--- src/rtl/sobel_raster_out_pkg.sv ---
// rtl/sobel_raster_out_pkg.sv - shared state encodings, marker struct and border helper
package sobel_raster_out_pkg;

  localparam logic [0:0] ST_IDLE   = 1'b0;
  localparam logic [0:0] ST_ACTIVE = 1'b1;

  typedef struct packed {
    logic sof;
    logic eol;
    logic eof;
  } beat_marks_t;

  function automatic logic is_border(input int unsigned col, input int unsigned row,
                                     input int unsigned width, input int unsigned height);
    return (row == 0) || (row == height - 1) || (col == 0) || (col == width - 1);
  endfunction

endpackage

--- src/rtl/sobel_result_fifo.sv ---
// rtl/sobel_result_fifo.sv - synchronous result FIFO; push+pop when full both succeed
module sobel_result_fifo #(
  parameter int DEPTH = 4,
  parameter int WIDTH = 8
) (
  input  logic             clk,
  input  logic             rst,
  input  logic             push,
  input  logic             pop,
  input  logic             clear,
  input  logic [WIDTH-1:0] din,
  output logic [WIDTH-1:0] dout,
  output logic             empty,
  output logic             full
);

  localparam int AW = (DEPTH > 1) ? $clog2(DEPTH) : 1;

  logic [WIDTH-1:0] r_mem [DEPTH];
  logic [AW:0]      r_wr_ptr;
  logic [AW:0]      r_rd_ptr;
  logic             w_do_pop;
  logic             w_do_push;

  assign empty     = (r_wr_ptr == r_rd_ptr);
  assign full      = (r_wr_ptr[AW] != r_rd_ptr[AW]) && (r_wr_ptr[AW-1:0] == r_rd_ptr[AW-1:0]);
  assign dout      = r_mem[r_rd_ptr[AW-1:0]];
  assign w_do_pop  = pop && !empty;
  assign w_do_push = push && (!full || w_do_pop);

  // A push coincident with clear lands in slot 0 of the emptied FIFO.
  always_ff @(posedge clk) begin
    if (rst) begin
      r_wr_ptr <= '0;
      r_rd_ptr <= '0;
    end else if (clear) begin
      r_rd_ptr <= '0;
      r_wr_ptr <= {{AW{1'b0}}, push};
    end else begin
      if (w_do_push) r_wr_ptr <= r_wr_ptr + 1'b1;
      if (w_do_pop)  r_rd_ptr <= r_rd_ptr + 1'b1;
    end
  end

  always_ff @(posedge clk) begin
    if (clear && push) begin
      r_mem[0] <= din;
    end else if (!clear && w_do_push) begin
      r_mem[r_wr_ptr[AW-1:0]] <= din;
    end
  end

endmodule

--- src/rtl/sobel_raster_out.sv ---
// rtl/sobel_raster_out.sv - rebuilds a full raster frame from interior Sobel results
module sobel_raster_out
  import sobel_raster_out_pkg::*;
#(
  parameter int                     IMG_WIDTH    = 640,
  parameter int                     IMG_HEIGHT   = 480,
  parameter int                     PIXEL_WIDTH  = 8,
  parameter int                     ADDR_WIDTH   = 10,
  parameter int                     FIFO_DEPTH   = 4,
  parameter logic [PIXEL_WIDTH-1:0] BORDER_VALUE = '0
) (
  input  logic                   clk,
  input  logic                   rst,
  input  logic                   frame_start,
  input  logic                   in_valid,
  input  logic [PIXEL_WIDTH-1:0] in_pixel,
  output logic                   out_valid,
  input  logic                   out_ready,
  output logic [PIXEL_WIDTH-1:0] out_pixel,
  output logic                   out_sof,
  output logic                   out_eol,
  output logic                   out_eof,
  output logic                   frame_done,
  output logic                   overflow
);

  logic [0:0]             r_state;
  logic [ADDR_WIDTH-1:0]  r_col;
  logic [ADDR_WIDTH-1:0]  r_row;
  logic                   r_eof_loaded;
  logic                   r_out_valid;
  logic [PIXEL_WIDTH-1:0] r_out_pixel;
  beat_marks_t            r_marks;
  logic                   r_frame_done;
  logic                   r_overflow;

  logic [PIXEL_WIDTH-1:0] w_fifo_dout;
  logic                   w_fifo_empty, w_fifo_full;
  logic                   w_active, w_border, w_col_last, w_row_last;
  logic                   w_handshake, w_frame_end, w_avail, w_load;
  logic                   w_pop, w_push, w_clear, w_drop;

  // r_col/r_row name the next beat to load into the output register.
  assign w_active    = (r_state == ST_ACTIVE);
  assign w_border    = is_border(32'(r_col), 32'(r_row), IMG_WIDTH, IMG_HEIGHT);
  assign w_col_last  = (r_col == ADDR_WIDTH'(IMG_WIDTH - 1));
  assign w_row_last  = (r_row == ADDR_WIDTH'(IMG_HEIGHT - 1));
  assign w_handshake = r_out_valid && out_ready;
  assign w_frame_end = w_handshake && r_marks.eof && !frame_start;
  assign w_avail     = w_active && !r_eof_loaded && (w_border || !w_fifo_empty);
  assign w_load      = (!r_out_valid || out_ready) && w_avail && !frame_start;
  assign w_pop       = w_load && !w_border;
  assign w_push      = in_valid && (frame_start || (w_active && !w_frame_end));
  assign w_clear     = frame_start || w_frame_end;
  assign w_drop      = (in_valid && !w_push)
                    || (w_push && !frame_start && w_fifo_full && !w_pop)
                    || (w_frame_end && !w_fifo_empty);

  sobel_result_fifo #(
    .DEPTH (FIFO_DEPTH),
    .WIDTH (PIXEL_WIDTH)
  ) u_fifo (
    .clk   (clk),
    .rst   (rst),
    .push  (w_push),
    .pop   (w_pop),
    .clear (w_clear),
    .din   (in_pixel),
    .dout  (w_fifo_dout),
    .empty (w_fifo_empty),
    .full  (w_fifo_full)
  );

  always_ff @(posedge clk) begin
    if (rst) begin
      r_state      <= ST_IDLE;
      r_col        <= '0;
      r_row        <= '0;
      r_eof_loaded <= 1'b0;
      r_out_valid  <= 1'b0;
      r_out_pixel  <= '0;
      r_marks      <= '0;
      r_frame_done <= 1'b0;
      r_overflow   <= 1'b0;
    end else begin
      r_frame_done <= w_frame_end;
      if (w_drop) r_overflow <= 1'b1;
      if (frame_start) begin
        // Restart loads beat (0,0) directly, discarding whatever was pending.
        r_state      <= ST_ACTIVE;
        r_out_valid  <= 1'b1;
        r_out_pixel  <= BORDER_VALUE;
        r_marks      <= '{sof: 1'b1, eol: 1'b0, eof: 1'b0};
        r_col        <= ADDR_WIDTH'(1);
        r_row        <= '0;
        r_eof_loaded <= 1'b0;
      end else begin
        if (w_frame_end) begin
          r_state      <= ST_IDLE;
          r_eof_loaded <= 1'b0;
        end
        if (w_load) begin
          r_out_valid <= 1'b1;
          r_out_pixel <= w_border ? BORDER_VALUE : w_fifo_dout;
          r_marks     <= '{sof: (r_col == '0) && (r_row == '0),
                           eol: w_col_last,
                           eof: w_col_last && w_row_last};
          if (w_col_last) begin
            r_col <= '0;
            r_row <= w_row_last ? '0 : r_row + 1'b1;
            if (w_row_last) r_eof_loaded <= 1'b1;
          end else begin
            r_col <= r_col + 1'b1;
          end
        end else if (w_handshake) begin
          r_out_valid <= 1'b0;
        end
      end
    end
  end

  assign out_valid  = r_out_valid;
  assign out_pixel  = r_out_pixel;
  assign out_sof    = r_marks.sof;
  assign out_eol    = r_marks.eol;
  assign out_eof    = r_marks.eof;
  assign frame_done = r_frame_done;
  assign overflow   = r_overflow;

endmodule

--- config.mk ---
export PLATFORM = sky130hd
export DESIGN_NAME = sobel_raster_out
export DESIGN_NICKNAME = d
export VERILOG_FILES = /design/src/rtl/sobel_raster_out_pkg.sv /design/src/rtl/sobel_result_fifo.sv /design/src/rtl/sobel_raster_out.sv
export SDC_FILE = /design/constraint.sdc
export NUM_CORES = 1
export LEC_CHECK = 0
export ABC_CLOCK_PERIOD_IN_PS = 7000
export CAP_MARGIN = 15
export CORE_MARGIN = 4
export CORE_UTILIZATION = 61
export DETAILED_ROUTE_END_ITERATION = 8
export MAX_ROUTING_LAYER = met4
export PLACE_DENSITY = 0.83
export SYNTH_ARGS = -nofsm -noshare
export SYNTH_HDL_FRONTEND = slang
export SYNTH_SLANG_ARGS = --single-unit
--- constraint.sdc ---
create_clock -name clk -period 7 [get_ports clk]
set_input_delay 1.05 -clock clk [delete_from_list [all_inputs] [get_ports clk]]
set_output_delay 1.05 -clock clk [all_outputs]
set_load 0.02 [all_outputs]
# [Word-level counts from Yosys, hierarchy flattened]
# Memory sizes are Yosys's and may differ from the RTL's. A register that Yosys moved wholly into a read port is not among the register bits.
# Index checks and enable logic that the tools add are counted.
[classes] addsub=4 multipliers=0 div=0 n_lt_le_gt_ge=0 eq_ne=5 shifts=0 muxes=28 bitwise=0 n_reduce_logical=52
[ops] op="$logic_and A1 B1 Y1" n=22
[ops] op="$add A10 B1 Y10 const B" n=2
[ops] op="$logic_not A10 Y1" n=2
[ops] op="$mux W10" n=2
[ops] op="$mux W1" n=19
[ops] op="$mux W8" n=2
[ops] op="$eq A10 B10 Y1 const B" n=1
[ops] op="$eq A10 B9 Y1 const B" n=1
[ops] op="$logic_not A1 Y1" n=10
[ops] op="$logic_or A1 B1 Y1" n=10
[ops] op="$reduce_or A8 Y1" n=1
[ops] op="$add A3 B1 Y3 const B" n=2
[ops] op="$mux W2" n=3
[ops] op="$mux W3" n=2
[ops] op="$reduce_bool A2 Y1" n=3
[ops] op="$reduce_or A2 Y1" n=2
[ops] op="$eq A3 B3 Y1" n=1
[ops] op="$reduce_bool A3 Y1" n=1
[ops] op="$eq A2 B2 Y1" n=1
[ops] op="$reduce_and A2 Y1" n=1
[ops] op="$ne A1 B1 Y1" n=1
[word_totals] ff_bits=42 latch_bits=0 ram_bits=32 rom_bits=0 inputBits=13 out_inout_bits=14 elab_cells=105 mem_count=1
[mem_list] memory="u_fifo.r_mem" words=4 word_bits=8 read_ports=1 rd_ports_with_merged_regs=1 write_ports=1 line="sobel_result_fifo.sv:19" source="logic [WIDTH-1:0] r_mem [DEPTH];"

# [Longest topological paths before layout]
# Gate-level depths: netlist (run 1).
[depth] word_depth=18 mapped_depth=10 depth_no_buf=8

# [By module]
# Synthesis (run 1) repeated with hierarchy kept, for this count alone.
[hier_totals] cells_unflattened=294 area_unflattened_um2=3389.5
[by_module_without_submodules] mod="sobel_raster_out" n_inst=1 cells_per_inst=197 area_per_inst_um2=1716.6 seq_area_each_um2=720.7
[by_module_without_submodules] mod="sobel_result_fifo" n_inst=1 cells_per_inst=97 area_per_inst_um2=1672.9 seq_area_each_um2=1121.1

# [Worst setup path before layout (run 1)]
# OpenSTA, ideal clock, no wires.
[synth_timing] path_type="input -> register" start="input out_ready" end="memory u_fifo.r_mem[1][0], enable pin" setup_ns=0.395 arrival_ns=2.688 required_time_ns=6.605 path_slack_ns=3.917 path_stages=6 n_path_buf=0 cell_sequence="and3_1 o21ai_0 nand3_1 o21ai_2 nand2_1 nor4_1"
[synth_between] elab_chain_len=14 word_cells_on_any_way=26 classes_between="7 x mux; 19 x reduce/logical"
[synth_lines] element="from (decl)" line="sobel_raster_out.sv:18" source="input logic out_ready,"
[synth_lines] element="$logic_and A1 B1 Y1" line="sobel_raster_out.sv:48" source="assign w_handshake = r_out_valid && out_ready;"
[synth_lines] element="$logic_and A1 B1 Y1 (2 in series)" line="sobel_raster_out.sv:49" source="assign w_frame_end = w_handshake && r_marks.eof && !frame_start;"
[synth_lines] element="$logic_not A1 Y1" line="sobel_raster_out.sv:53" source="assign w_push = in_valid && (frame_start || (w_active && !w_frame_end));"
[synth_lines] element="$logic_and A1 B1 Y1" line="sobel_raster_out.sv:53"
[synth_lines] element="$logic_or A1 B1 Y1" line="sobel_raster_out.sv:53"
[synth_lines] element="$logic_and A1 B1 Y1" line="sobel_raster_out.sv:53"
[synth_lines] element="$logic_and A1 B1 Y1" line="sobel_result_fifo.sv:29" source="assign w_do_push = push && (!full || w_do_pop);"
[synth_lines] element="$logic_and A1 B1 Y1" line="sobel_result_fifo.sv:48" source="end else if (!clear && w_do_push) begin"
[synth_lines] element="$mux W1" line="sobel_result_fifo.sv:48"
[synth_lines] element="$mux W1" line="sobel_result_fifo.sv:46" source="if (clear && push) begin"
[synth_lines] element="$mux W1 (implied by the code)" line="sobel_result_fifo.sv:49" source="r_mem[r_wr_ptr[AW-1:0]] <= din;"
[synth_lines] element="$reduce_or A8 Y1 (no line)"
[synth_lines] element="$mux W2 (no line) or $mux W1 (tied branches)"
[synth_lines] element="to (decl)" line="sobel_result_fifo.sv:19"
# Parallel ways exist; a longest one is shown, timed or not.

# [Worst setup path in the final report (run 1)]
[layout_timing] start="input out_ready" end="memory u_fifo.r_mem[0][5], enable pin"
# Same word-level chain as after synthesis.

==> insert_results.sql, run 1 <==
INSERT INTO impl_metrics (metric_group, metric, value, unit) VALUES
('die', 'floorplan.initialDensity', '0.643', ''),
('final_layout', 'instances_no_fill', '395', ''),
('critical_path', 'rrSetupSlack', '3.85', 'ns'),
('critical_path', 'setup.worst_path.start_class', 'primary input', ''),
('route', 'number_of_vias_per_cell_after_detailed_routing', '5.80', ''),
('critical_path', 'path_max_fanout', '12', ''),
('sta', 'rsz_0062_raised_after_global_routing', 'false', ''),
('route', 'wl', '6560', 'um'),
('clocking', 'cts_hold_buf', '0', ''),
('die', 'fp.dieH', '82.1', 'um'),
('status', 'run_status', 'finished, final reports clean', ''),
('critical_path', 'crit_path_max_incr_delay', '0.66', 'ns'),
('sta', 'finalSetupViolations', '0', ''),
('global_route', 'track_usage', '0.231', ''),
('power_and_ir_drop', 'p_leak', '1.30', 'nW'),
('die', 'die_area', '0.00674', 'mm2'),
('global_route', 'grt_pass1_vias', '2348', ''),
('final_layout', 'multi_input_area', '0.00140', 'mm2'),
('critical_path', 'worst_setup_path_startpoint', 'out_ready', ''),
('min_path', 'worstHoldPathType', 'reg -> reg', ''),
('die', 'core.rowCount', '26', ''),
('synth', 'synth.yosys.warnings', '0', ''),
('route', 'dr_total_vias', '2290', ''),
('placed_design', 'final_replace_weighted_congestion', '0.826', ''),
('final_layout', 'most-common-layout-cells', 'sky130_fd_sc_hd__dfxtp_1, sky130_fd_sc_hd__edfxtp_1, sky130_fd_sc_hd__nor2_1', ''),
('clocking', 'cts_htree_levels', '3', ''),
('flow_run', 'drv_cap', '0', ''),
('clocking', 'cts-root-buf', 'sky130_fd_sc_hd__clkbuf_8', ''),
('clocking', 'number_of_cts_inserted_buffers', '9', ''),
('sta', 'worst_hold_slack', '0.464', 'ns'),
('critical_path', 'critical_path.endpoint', 'u_fifo.r_mem[0][5]$_DFFE_PP_', ''),
('critical_path', 'worstPathBufferInverterCount', '1', ''),
('route', 'wl_per_cell', '16.6', 'um'),
('clocking', 'clock_path_buffers', '2', ''),
('final_layout', 'ant_diodes', '0', ''),
('synth', 'synthesis.area_per_instance', '11.4', 'um2'),
('placed_design', 'dp.cells', '380', ''),
('critical_path', 'worstReg2RegEnd', 'u_fifo.r_mem[0][5]$_DFFE_PP_', ''),
('sta', 'timing.final.max_slew_violations', '0', ''),
('synth', 'synth.cell_area', '0.00335', 'mm2'),
('clocking', 'clock_latency', '0.35', 'ns'),
('power_and_ir_drop', 'worst_supply_voltage_drop_on_vdd', '168', 'uV'),
('critical_path', 'critical_path.slowest_cell', 'sky130_fd_sc_hd__a21oi_1', ''),
('sta', 'final.period_utilization', '0.484', ''),
('global_route', 'global_route_wire_length_before_repair', '11000', 'um'),
('sta', 'timing_worst_slew_pin_value', '0.805', 'ns'),
('critical_path', 'crit_cells', '7', ''),
('min_path', 'whs_path_depth', '2', ''),
('critical_path', 'worst_setup_path_end_kind', 'register', ''),
('route', 'drt_first_iter_violations', '204', ''),
('placed_design', 'detailedPlace.worstSlack', '3.17', 'ns'),
('sta', 'min_period', '3.39', 'ns'),
('clocking', 'clkSinkCount', '76', ''),
('global_route', 'grt_overflow_total', '0', ''),
('placed_design', 'dp_hpwl', '4690', 'um'),
('critical_path', 'cp_data_arrival_time', '3.38', 'ns'),
('synth', 'synth-edff-count', '32', ''),
('power_and_ir_drop', 'p_total', '0.842', 'mW'),
('sta', 'max-slew-margin-rel', '0.463', ''),
('synth', 'netlist_instances', '293', ''),
('sta', 'timing.fmax', '0.295', 'GHz'),
('final_layout', 'sequential_cell_area', '0.00184', 'mm2'),
('synth', 'synth.ff_latch_count', '76', ''),
('clocking', 'cts_post_setup_buffers_inserted', '0', ''),
('critical_path', 'worst_ep_required_time', '6.99', 'ns'),
('critical_path', 'class_of_the_most_critical_setup_path', 'in -> reg', ''),
('clocking', 'clock_pin_slew_reported_for_the_worst_setup_and_hold_paths_after_clock_tree_synthesis', '0.07', 'ns'),
('die', 'ios', '27', ''),
('final_layout', 'layout-drive-gt1-share', '0.142', ''),
('final_layout', 'finish.net_count', '340', ''),
('sta', 'finClkSkew', '0.00627', 'ns');
-- registers in the layout, summed over array words and instances, names as in the netlist, named ones only --
signal / cells
u_fifo.r_mem: 32
r_col: 10
r_row: 10
out_pixel: 8
u_fifo.r_rd_ptr: 3
u_fifo.r_wr_ptr: 3
frame_done: 1
out_eof: 1
out_eol: 1
out_sof: 1
out_valid: 1
overflow: 1
r_eof_loaded: 1
r_state: 1
-- per-stage QoR --
step           cell area, um2   util
2_1_floorplan            3350      -
3_3_place_gp             3630  0.698
3_5_place_dp             3630  0.698
4_1_cts                  3820  0.735
5_1_grt                  3820  0.735
6_report                 3820  0.735
-- layout make-up --
| type | count | area share |
|---|---|---|
| flip-flops and latches | 76 | 0.482 |
| multi-input cells | 198 | 0.365 |
| repair buffers | 29 | 0.0739 |
| clock buffers | 9 | 0.0324 |
| well taps | 70 | 0.0229 |
| clock inverters | 6 | 0.0173 |
| inverters | 7 | 0.00687 |
-- routing by layer --
layer,GRT usage,part of all wire
met1,0.261,0.43
met2,0.381,0.51
met3,0.0439,0.037
met4,0.133,0.023
met5,-,0
-- cells by family after synthesis --
family	after synthesis	share of synthesized area
buf+inv	19	0.0329
xor+xnor	17	0.0445
mux	12	0.0658
compound gates	45	0.0897
flops	76	0.550
fa+ha+maj	6	0.0224
simple gates	118	0.195
-- where the power goes --
group	leakage, nW	internal [mW]	switching (mW)	total [mW]
Sequential	0.648	0.468	0.00416	0.472
Combinational	0.568	0.0197	0.0279	0.0476
Clock	0.0873	0.162	0.160	0.323
Total	1.30	0.650	0.192	0.842
-- Yosys cell counts (all sizes together), types with 8 or more instances --
master / number / area, um2
dfxtp: 44 / 881
edfxtp: 32 / 961
nor2: 29 / 109
nand2: 27 / 104
nand3: 19 / 108
a21oi: 16 / 83.8
xor2: 13 / 114
o31ai: 9 / 67.6
buf: 8 / 67.6
mux4: 8 / 180
-- tightest hold or removal path, cell delays in order, from the launching register on --
cell and delay, ns:
sky130_fd_sc_hd__dfxtp_1 0.32, sky130_fd_sc_hd__nand2_1 0.05, sky130_fd_sc_hd__a21oi_1 0.05
-- worst min path at each step --
stage / slack [ns] / from / end
finish: 0.46 / out_eol$_SDFFE_PP0P_ / out_eol$_SDFFE_PP0P_
global route: 0.50 / overflow$_SDFFE_PP0P_ / overflow$_SDFFE_PP0P_
detailed placement: 0.45 / r_eof_loaded$_SDFF_PP0_ / r_eof_loaded$_SDFF_PP0_
CTS: 0.46 / out_eol$_SDFFE_PP0P_ / out_eol$_SDFFE_PP0P_
global placement: 0.45 / out_eol$_SDFFE_PP0P_ / out_eol$_SDFFE_PP0P_
floorplan: 0.43 / r_eof_loaded$_SDFF_PP0_ / r_eof_loaded$_SDFF_PP0_
Power figures use the tool's default switching activity.
==> inputs of run 2 (changes only) <==
- ABC_CLOCK_PERIOD_IN_PS: 7000 -> 3200
- CORE_UTILIZATION: 61 -> 57
- PLACE_DENSITY: 0.83 -> 0.78
- clock period: 7 -> 3.2 ns (I/O delays scaled with it)
==> run 2 against run 1 <==
  * Clock power rose by 130%
  * Combinational power is 120% higher
  * Clock skew rose by 0.0028 ns
  * First-iteration DRC count down 39%
  * Routed wire length shrank 2.9%
  * Register-to-register slack got worse by 3.0 ns
  * Flip-flop and latch count unchanged
  * Count of clock-buffer cells in the layout did not move
  * Sequential power up 120%
  * Highest routed layer unchanged
==> insert_results.sql, run 2 (synthesis results as in run 1) <==
INSERT INTO impl_metrics (metric_group, metric, value, unit) VALUES
('critical_path', 'worst_ep_required_time', '3.44', 'ns'),
('final_layout', 'finish.net_count', '344', ''),
('critical_path', 'rrSetupSlack', '0.80', 'ns'),
('clocking', 'number_of_cts_inserted_buffers', '9', ''),
('route', 'drt_pass1_iterations', '4', ''),
('route', 'dr_total_vias', '2322', ''),
('global_route', 'globalRoute.busiestLayer', 'met2', ''),
('final_layout', 'synthesis_to_layout_area_growth', '15.7', '%'),
('final_layout', 'final.fill_count', '437', ''),
('die', 'core.rowCount', '27', ''),
('global_route', 'global_route_wire_length_before_repair', '10600', 'um'),
('die', 'fp.dieH', '84.6', 'um'),
('critical_path', 'class_of_the_most_critical_setup_path', 'reg -> reg', ''),
('final_layout', 'ant_diodes', '0', ''),
('final_layout', 'layout-drive-gt1-share', '0.155', ''),
('final_layout', 'largest-register', 'u_fifo.r_mem', ''),
('critical_path', 'worst_setup_path_startpoint', 'r_row[0]$_SDFFE_PP0P_', ''),
('status', 'run_status', 'finished, final reports clean', ''),
('min_path', 'min_from', 'out_pixel[0]$_SDFFE_PP0P_', ''),
('die', 'ios', '27', ''),
('route', 'drt_first_iter_violations', '124', ''),
('sta', 'rsz_0062_raised_after_global_routing', 'false', ''),
('global_route', 'maximum_number_of_pins_on_one_net_before_global_route_repair', '20', ''),
('sta', 'timing_worst_slew_pin_value', '0.780', 'ns'),
('die', 'core', '0.00561', 'mm2'),
('sta', 'finalSetupViolations', '0', ''),
('power_and_ir_drop', 'worst_supply_voltage_drop_on_vdd', '365', 'uV'),
('sta', 'timing.fmax', '0.417', 'GHz'),
('power_and_ir_drop', 'powerDensity', '486', 'mW/mm2'),
('sta', 'min_period', '2.40', 'ns'),
('final_layout', 'reg_top3', 'u_fifo.r_mem: 32 flops, r_col: 10 flops, r_row: 10 flops', ''),
('global_route', 'groute.layer.met2.usage', '0.325', ''),
('global_route', 'grt_overflow_total', '0', ''),
('critical_path', 'reg2reg_from', 'r_row[0]$_SDFFE_PP0P_', ''),
('critical_path', 'setup.worst_path.start_class', 'register', ''),
('min_path', 'endpoint_of_the_worst_hold_path', 'out_pixel[0]$_SDFFE_PP0P_', ''),
('placed_design', 'port_buffers', '26', ''),
('final_layout', 'sequential_cell_area', '0.00184', 'mm2'),
('critical_path', 'worst_setup_path_end_kind', 'register', ''),
('route', 'number_of_vias_per_cell_after_detailed_routing', '5.78', ''),
('critical_path', 'worstReg2RegEnd', 'r_col[1]$_SDFFE_PP0P_', ''),
('global_route', 'antenna_found_initial', '0', ''),
('die', 'die_area', '0.00716', 'mm2'),
('clocking', 'clkSinkCount', '76', ''),
('sta', 'worst_hold_slack', '0.469', 'ns'),
('die', 'dieWidth', '84.6', 'um'),
('placed_design', 'dp_hpwl', '4610', 'um'),
('clocking', 'cts-root-buf', 'sky130_fd_sc_hd__clkbuf_8', ''),
('sta', 'max-slew-margin-rel', '0.478', ''),
('die', 'floorplan.initialDensity', '0.597', ''),
('sta', 'final.period_utilization', '0.749', ''),
('global_route', 'groute.layer.met3.usage', '0.0422', ''),
('final_layout', 'layout_commonest_cell', 'sky130_fd_sc_hd__dfxtp_1', ''),
('global_route', 'track_usage', '0.194', ''),
('route', 'ant_nets', '0', ''),
('global_route', 'grt_pass1_vias', '2276', ''),
('power_and_ir_drop', 'p_leak', '1.33', 'nW'),
('clocking', 'cts_tree', 'done', ''),
('sta', 'finalHoldViolCount', '0', ''),
('clocking', 'clock_pin_slew_reported_for_the_worst_setup_and_hold_paths_after_clock_tree_synthesis', '0.09', 'ns'),
('placed_design', 'final_replace_weighted_congestion', '0.830', ''),
('sta', 'setup-tns-final', '0', 'ns'),
('clocking', 'cts_post_setup_buffers_inserted', '0', ''),
('clocking', 'cts_htree_levels', '3', ''),
('route', 'wl_per_cell', '15.8', 'um'),
('min_path', 'whs_path_depth', '2', ''),
('critical_path', 'cp_data_arrival_time', '2.63', 'ns'),
('final_layout', 'most-common-layout-cells', 'sky130_fd_sc_hd__dfxtp_1, sky130_fd_sc_hd__edfxtp_1, sky130_fd_sc_hd__nor2_1', ''),
('route', 'drc_violations_left', '0', ''),
('route', 'wl', '6370', 'um'),
('sta', 'finClkSkew', '0.00909', 'ns'),
('final_layout', 'multi_input_area', '0.00140', 'mm2'),
('clocking', 'post_cts_resized', '0', ''),
('min_path', 'worstHoldPathType', 'reg -> reg', ''),
('clocking', 'cts_hold_buf', '0', ''),
('clocking', 'clock_latency', '0.35', 'ns'),
('critical_path', 'path_max_fanout', '19', ''),
('sta', 'timing.final.max_slew_violations', '0', ''),
('global_route', 'grt.met1_usage', '0.222', ''),
('clocking', 'clock_path_buffers', '2', ''),
('final_layout', 'max_reg_flops', '32', ''),
('critical_path', 'reg2reg_depth', '8', ''),
('flow_run', 'drv_cap', '0', '');
run 2: power by group:
| part | internal, mW | total, mW | switching, mW |
|---|---|---|---|
| clock | 0.372 | 0.745 | 0.374 |
| sequential | 1.02 | 1.03 | 0.00865 |
| combinational | 0.0450 | 0.105 | 0.0603 |
run 2: metal layers:
| metal | vias to the layer above | wire (um) | share of wire |
|---|---|---|---|
| met1 | 1109 | 2690 | 0.42 |
| li1 | 1144 | - | - |
| met4 | 0 | 136 | 0.021 |
| met5 | - | 0 | 0 |
| met3 | 16 | 311 | 0.049 |
| met2 | 53 | 3220 | 0.51 |
run 2: area by class of cell:
type / instances / area share
clock buffer: 9 / 0.0320
tap: 72 / 0.0233
inverter: 7 / 0.00678
clock inverter: 7 / 0.0213
timing repair buffer: 33 / 0.0807
sequential: 76 / 0.475
multi-input combinational: 198 / 0.360
run 2: worst max path at each step:
stage                                         to  slack, ns  depth (start not counted)
floorplan           u_fifo.r_mem[1][0]$_DFFE_PP_       0.42                          8
global placement           r_row[7]$_SDFFE_PP0P_       0.60                          8
detailed placement         r_row[7]$_SDFFE_PP0P_       0.56                          8
CTS                        r_col[1]$_SDFFE_PP0P_       0.81                          8
global route        u_fifo.r_mem[1][5]$_DFFE_PP_       0.61                          8
finish                     r_col[1]$_SDFFE_PP0P_       0.80                          8
run 2: metrics by stage:
stage               setup WS (ns)  utilization  power [mW]  cells  instance area [um2]
global placement            0.597        0.654        1.16    386                 3670
detailed placement          0.557        0.654        1.16    386                 3670
global route                0.613        0.691        1.96    402                 3870
floorplan                   0.422            -        1.12    293                 3350
finish                      0.802        0.691        1.88    402                 3870
CTS                         0.808        0.691        1.90    402                 3870
run 2: worst max-delay path, stage by stage, from the launching register on:
cell and delay, ns:
sky130_fd_sc_hd__dfxtp_1 0.34, sky130_fd_sc_hd__ha_1 0.23, sky130_fd_sc_hd__and4_1 0.24, sky130_fd_sc_hd__nand3_1 0.17
sky130_fd_sc_hd__nand4_2 0.24, sky130_fd_sc_hd__buf_4 0.28, sky130_fd_sc_hd__o21ai_4 0.48, sky130_fd_sc_hd__mux2i_1 0.26
sky130_fd_sc_hd__nor2_1 0.05
==> inputs of run 3 (changes only) <==
- ABC_CLOCK_PERIOD_IN_PS: 3200 -> 2300
- clock period: 3.2 -> 2.3 ns (I/O delays scaled with it)
==> run 3 against run 2 <==
  * Largest cell class unchanged
  * Global-route usage up 1.5 points
  * Die area unchanged
  * Flip-flop and latch count unchanged
  * Critical path type unchanged
  * Highest routed layer unchanged
  * Count of clock-buffer cells in the layout up 1
==> insert_results.sql, run 3 (synthesis results as in run 1) <==
INSERT INTO impl_metrics (metric_group, metric, value, unit) VALUES
('sta', 'timing.final.max_slew_violations', '0', ''),
('sta', 'timing_worst_slew_pin_value', '0.544', 'ns'),
('global_route', 'maximum_number_of_pins_on_one_net_before_global_route_repair', '19', ''),
('sta', 'rsz_0062_raised_after_global_routing', 'false', ''),
('route', 'drc_violations_left', '0', ''),
('clocking', 'clock_latency', '0.35', 'ns'),
('global_route', 'grt_pass1_vias', '2467', ''),
('final_layout', 'layout-drive-gt1-share', '0.205', ''),
('sta', 'timing.final.ws_setup', '0.149', 'ns'),
('placed_design', 'port_buffers', '26', ''),
('global_route', 'grt_overflow_total', '0', ''),
('route', 'wl_per_cell', '16.3', 'um'),
('sta', 'worst_hold_slack', '0.471', 'ns'),
('power_and_ir_drop', 'clock_power_share', '0.390', ''),
('placed_design', 'detailedPlace.worstSlack', '-0.0626', 'ns'),
('critical_path', 'class_of_the_most_critical_setup_path', 'reg -> reg', ''),
('die', 'dieWidth', '84.6', 'um'),
('global_route', 'global_route_wire_length_before_repair', '11500', 'um'),
('route', 'met2_length', '3430', 'um'),
('route', 'top_layer', 'met4', ''),
('final_layout', 'synthesis_to_layout_area_growth', '21.1', '%'),
('final_layout', 'max_reg_flops', '32', ''),
('route', 'wl', '6800', 'um'),
('route', 'ant_nets', '0', ''),
('final_layout', 'most-common-layout-cells', 'sky130_fd_sc_hd__dfxtp_1, sky130_fd_sc_hd__edfxtp_1, sky130_fd_sc_hd__nor2_1', ''),
('clocking', 'cts_post_setup_buffers_inserted', '0', ''),
('final_layout', 'reg_top3', 'u_fifo.r_mem: 32 flops, r_col: 10 flops, r_row: 10 flops', ''),
('clocking', 'number_of_cts_inserted_buffers', '9', ''),
('critical_path', 'setup.worst_path.start_class', 'register', ''),
('critical_path', 'reg2reg_depth', '9', ''),
('critical_path', 'rrSetupSlack', '0.15', 'ns'),
('critical_path', 'cp_data_arrival_time', '2.21', 'ns'),
('die', 'core.rowCount', '27', ''),
('sta', 'finalSetupViolations', '0', ''),
('power_and_ir_drop', 'p_leak', '1.42', 'nW'),
('critical_path', 'reg2reg_from', 'r_row[0]$_SDFFE_PP0P_', ''),
('route', 'drt_pass1_iterations', '5', ''),
('min_path', 'min_from', 'out_eol$_SDFFE_PP0P_', ''),
('route', 'drt_first_iter_violations', '192', ''),
('clocking', 'cts_hold_buf', '0', ''),
('status', 'run_status', 'finished, final reports clean', ''),
('sta', 'max-slew-margin-rel', '0.637', ''),
('placed_design', 'dp_hpwl', '4930', 'um'),
('global_route', 'track_usage', '0.210', ''),
('sta', 'min_period', '2.15', 'ns'),
('power_and_ir_drop', 'switching_share', '0.235', ''),
('die', 'die_area', '0.00716', 'mm2'),
('final_layout', 'finish.net_count', '360', ''),
('placed_design', 'final_replace_weighted_congestion', '0.844', ''),
('sta', 'finalHoldViolCount', '0', ''),
('critical_path', 'worst_ep_required_time', '2.36', 'ns'),
('die', 'fp.dieH', '84.6', 'um'),
('power_and_ir_drop', 'power.internal', '2.01', 'mW'),
('power_and_ir_drop', 'worst_supply_voltage_drop_on_vdd', '427', 'uV'),
('critical_path', 'worst_setup_path_end_kind', 'register', ''),
('min_path', 'endpoint_of_the_worst_hold_path', 'out_eol$_SDFFE_PP0P_', ''),
('route', 'number_of_vias_per_cell_after_detailed_routing', '5.69', ''),
('final_layout', 'ant_diodes', '0', ''),
('die', 'ios', '27', ''),
('die', 'core', '0.00561', 'mm2'),
('clocking', 'cts_tree', 'done', ''),
('sta', 'finClkSkew', '0.0119', 'ns'),
('clocking', 'clock_pin_slew_reported_for_the_worst_setup_and_hold_paths_after_clock_tree_synthesis', '0.08', 'ns'),
('power_and_ir_drop', 'share_seq_of_total_power', '0.546', ''),
('sta', 'final.period_utilization', '0.935', ''),
('clocking', 'cts-root-buf', 'sky130_fd_sc_hd__clkbuf_8', ''),
('route', 'm1WireLength', '2960', 'um'),
('clocking', 'post_cts_resized', '0', ''),
('power_and_ir_drop', 'power_frac_comb', '0.064', ''),
('clocking', 'clock_path_buffers', '2', ''),
('critical_path', 'worstReg2RegEnd', 'u_fifo.r_mem[0][2]$_DFFE_PP_', ''),
('power_and_ir_drop', 'powerDensity', '649', 'mW/mm2'),
('min_path', 'whs_path_depth', '2', ''),
('clocking', 'clkSinkCount', '76', ''),
('route', 'dr_total_vias', '2377', ''),
('critical_path', 'path_max_fanout', '8', ''),
('final_layout', 'layout_commonest_cell', 'sky130_fd_sc_hd__dfxtp_1', ''),
('min_path', 'worstHoldPathType', 'reg -> reg', ''),
('final_layout', 'final.fill_count', '407', ''),
('clocking', 'cts_htree_levels', '3', ''),
('global_route', 'antenna_found_initial', '0', ''),
('flow_run', 'drv_cap', '0', ''),
('route', 'route.met3.wl', '267', 'um'),
('power_and_ir_drop', 'power.switching', '0.619', 'mW'),
('die', 'floorplan.initialDensity', '0.597', ''),
('sta', 'timing.fmax', '0.465', 'GHz'),
('final_layout', 'largest-register', 'u_fifo.r_mem', '');
==> run 3: worst max path at each step <==
stage	from	to	slack [ns]	cells past startpoint
4_1_cts	r_col[0]$_SDFFE_PP0P_	out_sof$_SDFFE_PP0P_	0.04	10
5_1_grt	r_row[0]$_SDFFE_PP0P_	u_fifo.r_mem[0][2]$_DFFE_PP_	0.005	9
6_report	r_row[0]$_SDFFE_PP0P_	u_fifo.r_mem[0][2]$_DFFE_PP_	0.15	9
3_3_place_gp	out_ready	r_row[7]$_SDFFE_PP0P_	0.01	8
3_5_place_dp	out_ready	r_row[7]$_SDFFE_PP0P_	-0.06	8
2_1_floorplan	r_row[0]$_SDFFE_PP0P_	u_fifo.r_mem[1][0]$_DFFE_PP_	-0.009	8
==> run 3: power groups by stage <==
stage                     clock (mW)  combinational, mW  sequential, mW
after CTS                       1.04              0.167            1.44
after global placement             0              0.162            1.47
after floorplan                    0             0.0902            1.47
after global routing            1.10              0.184            1.44
after detailed placement           0              0.167            1.47
final                           1.02              0.169            1.44
==> run 3: final cells by class <==
class	count	area [um2]	share of cell area
tap	72	90.1	0.0222
clock inverter	6	71.3	0.0176
sequential	76	1840	0.454
timing repair buffer	49	458	0.113
inverter	7	26.3	0.00648
multi-input combinational	198	1440	0.355
clock buffer	10	128	0.0315
==> run 3: worst max-delay path, stage by stage (launching register included) <==
cell and delay (ns):
sky130_fd_sc_hd__dfxtp_1 0.37, sky130_fd_sc_hd__inv_1 0.09, sky130_fd_sc_hd__ha_1 0.19, sky130_fd_sc_hd__nor4b_1 0.14, sky130_fd_sc_hd__nand3_1 0.18, sky130_fd_sc_hd__nand4_4 0.16
sky130_fd_sc_hd__nor4_1 0.27, sky130_fd_sc_hd__o21ai_1 0.14, sky130_fd_sc_hd__a21oi_2 0.17, sky130_fd_sc_hd__buf_12 0.15
==> run 3: layer usage <==
metal  vias up  track usage
met5         -            -
met2        49        0.350
met4         0       0.0849
met1      1145        0.241
met3        12       0.0510
li1       1171            -
==> run 3: metrics by stage <==
stage / instance area, um2 / power, mW / setup TNS, ns / utilization / cells
floorplan: 3370 / 1.56 / -0.0725 / - / 293
detailed placement: 3840 / 1.63 / -0.795 / 0.685 / 402
global route: 4060 / 2.72 / 0 / 0.723 / 418
global placement: 3840 / 1.63 / 0 / 0.685 / 402
CTS: 4040 / 2.64 / 0 / 0.720 / 418
finish: 4060 / 2.63 / 0 / 0.723 / 418
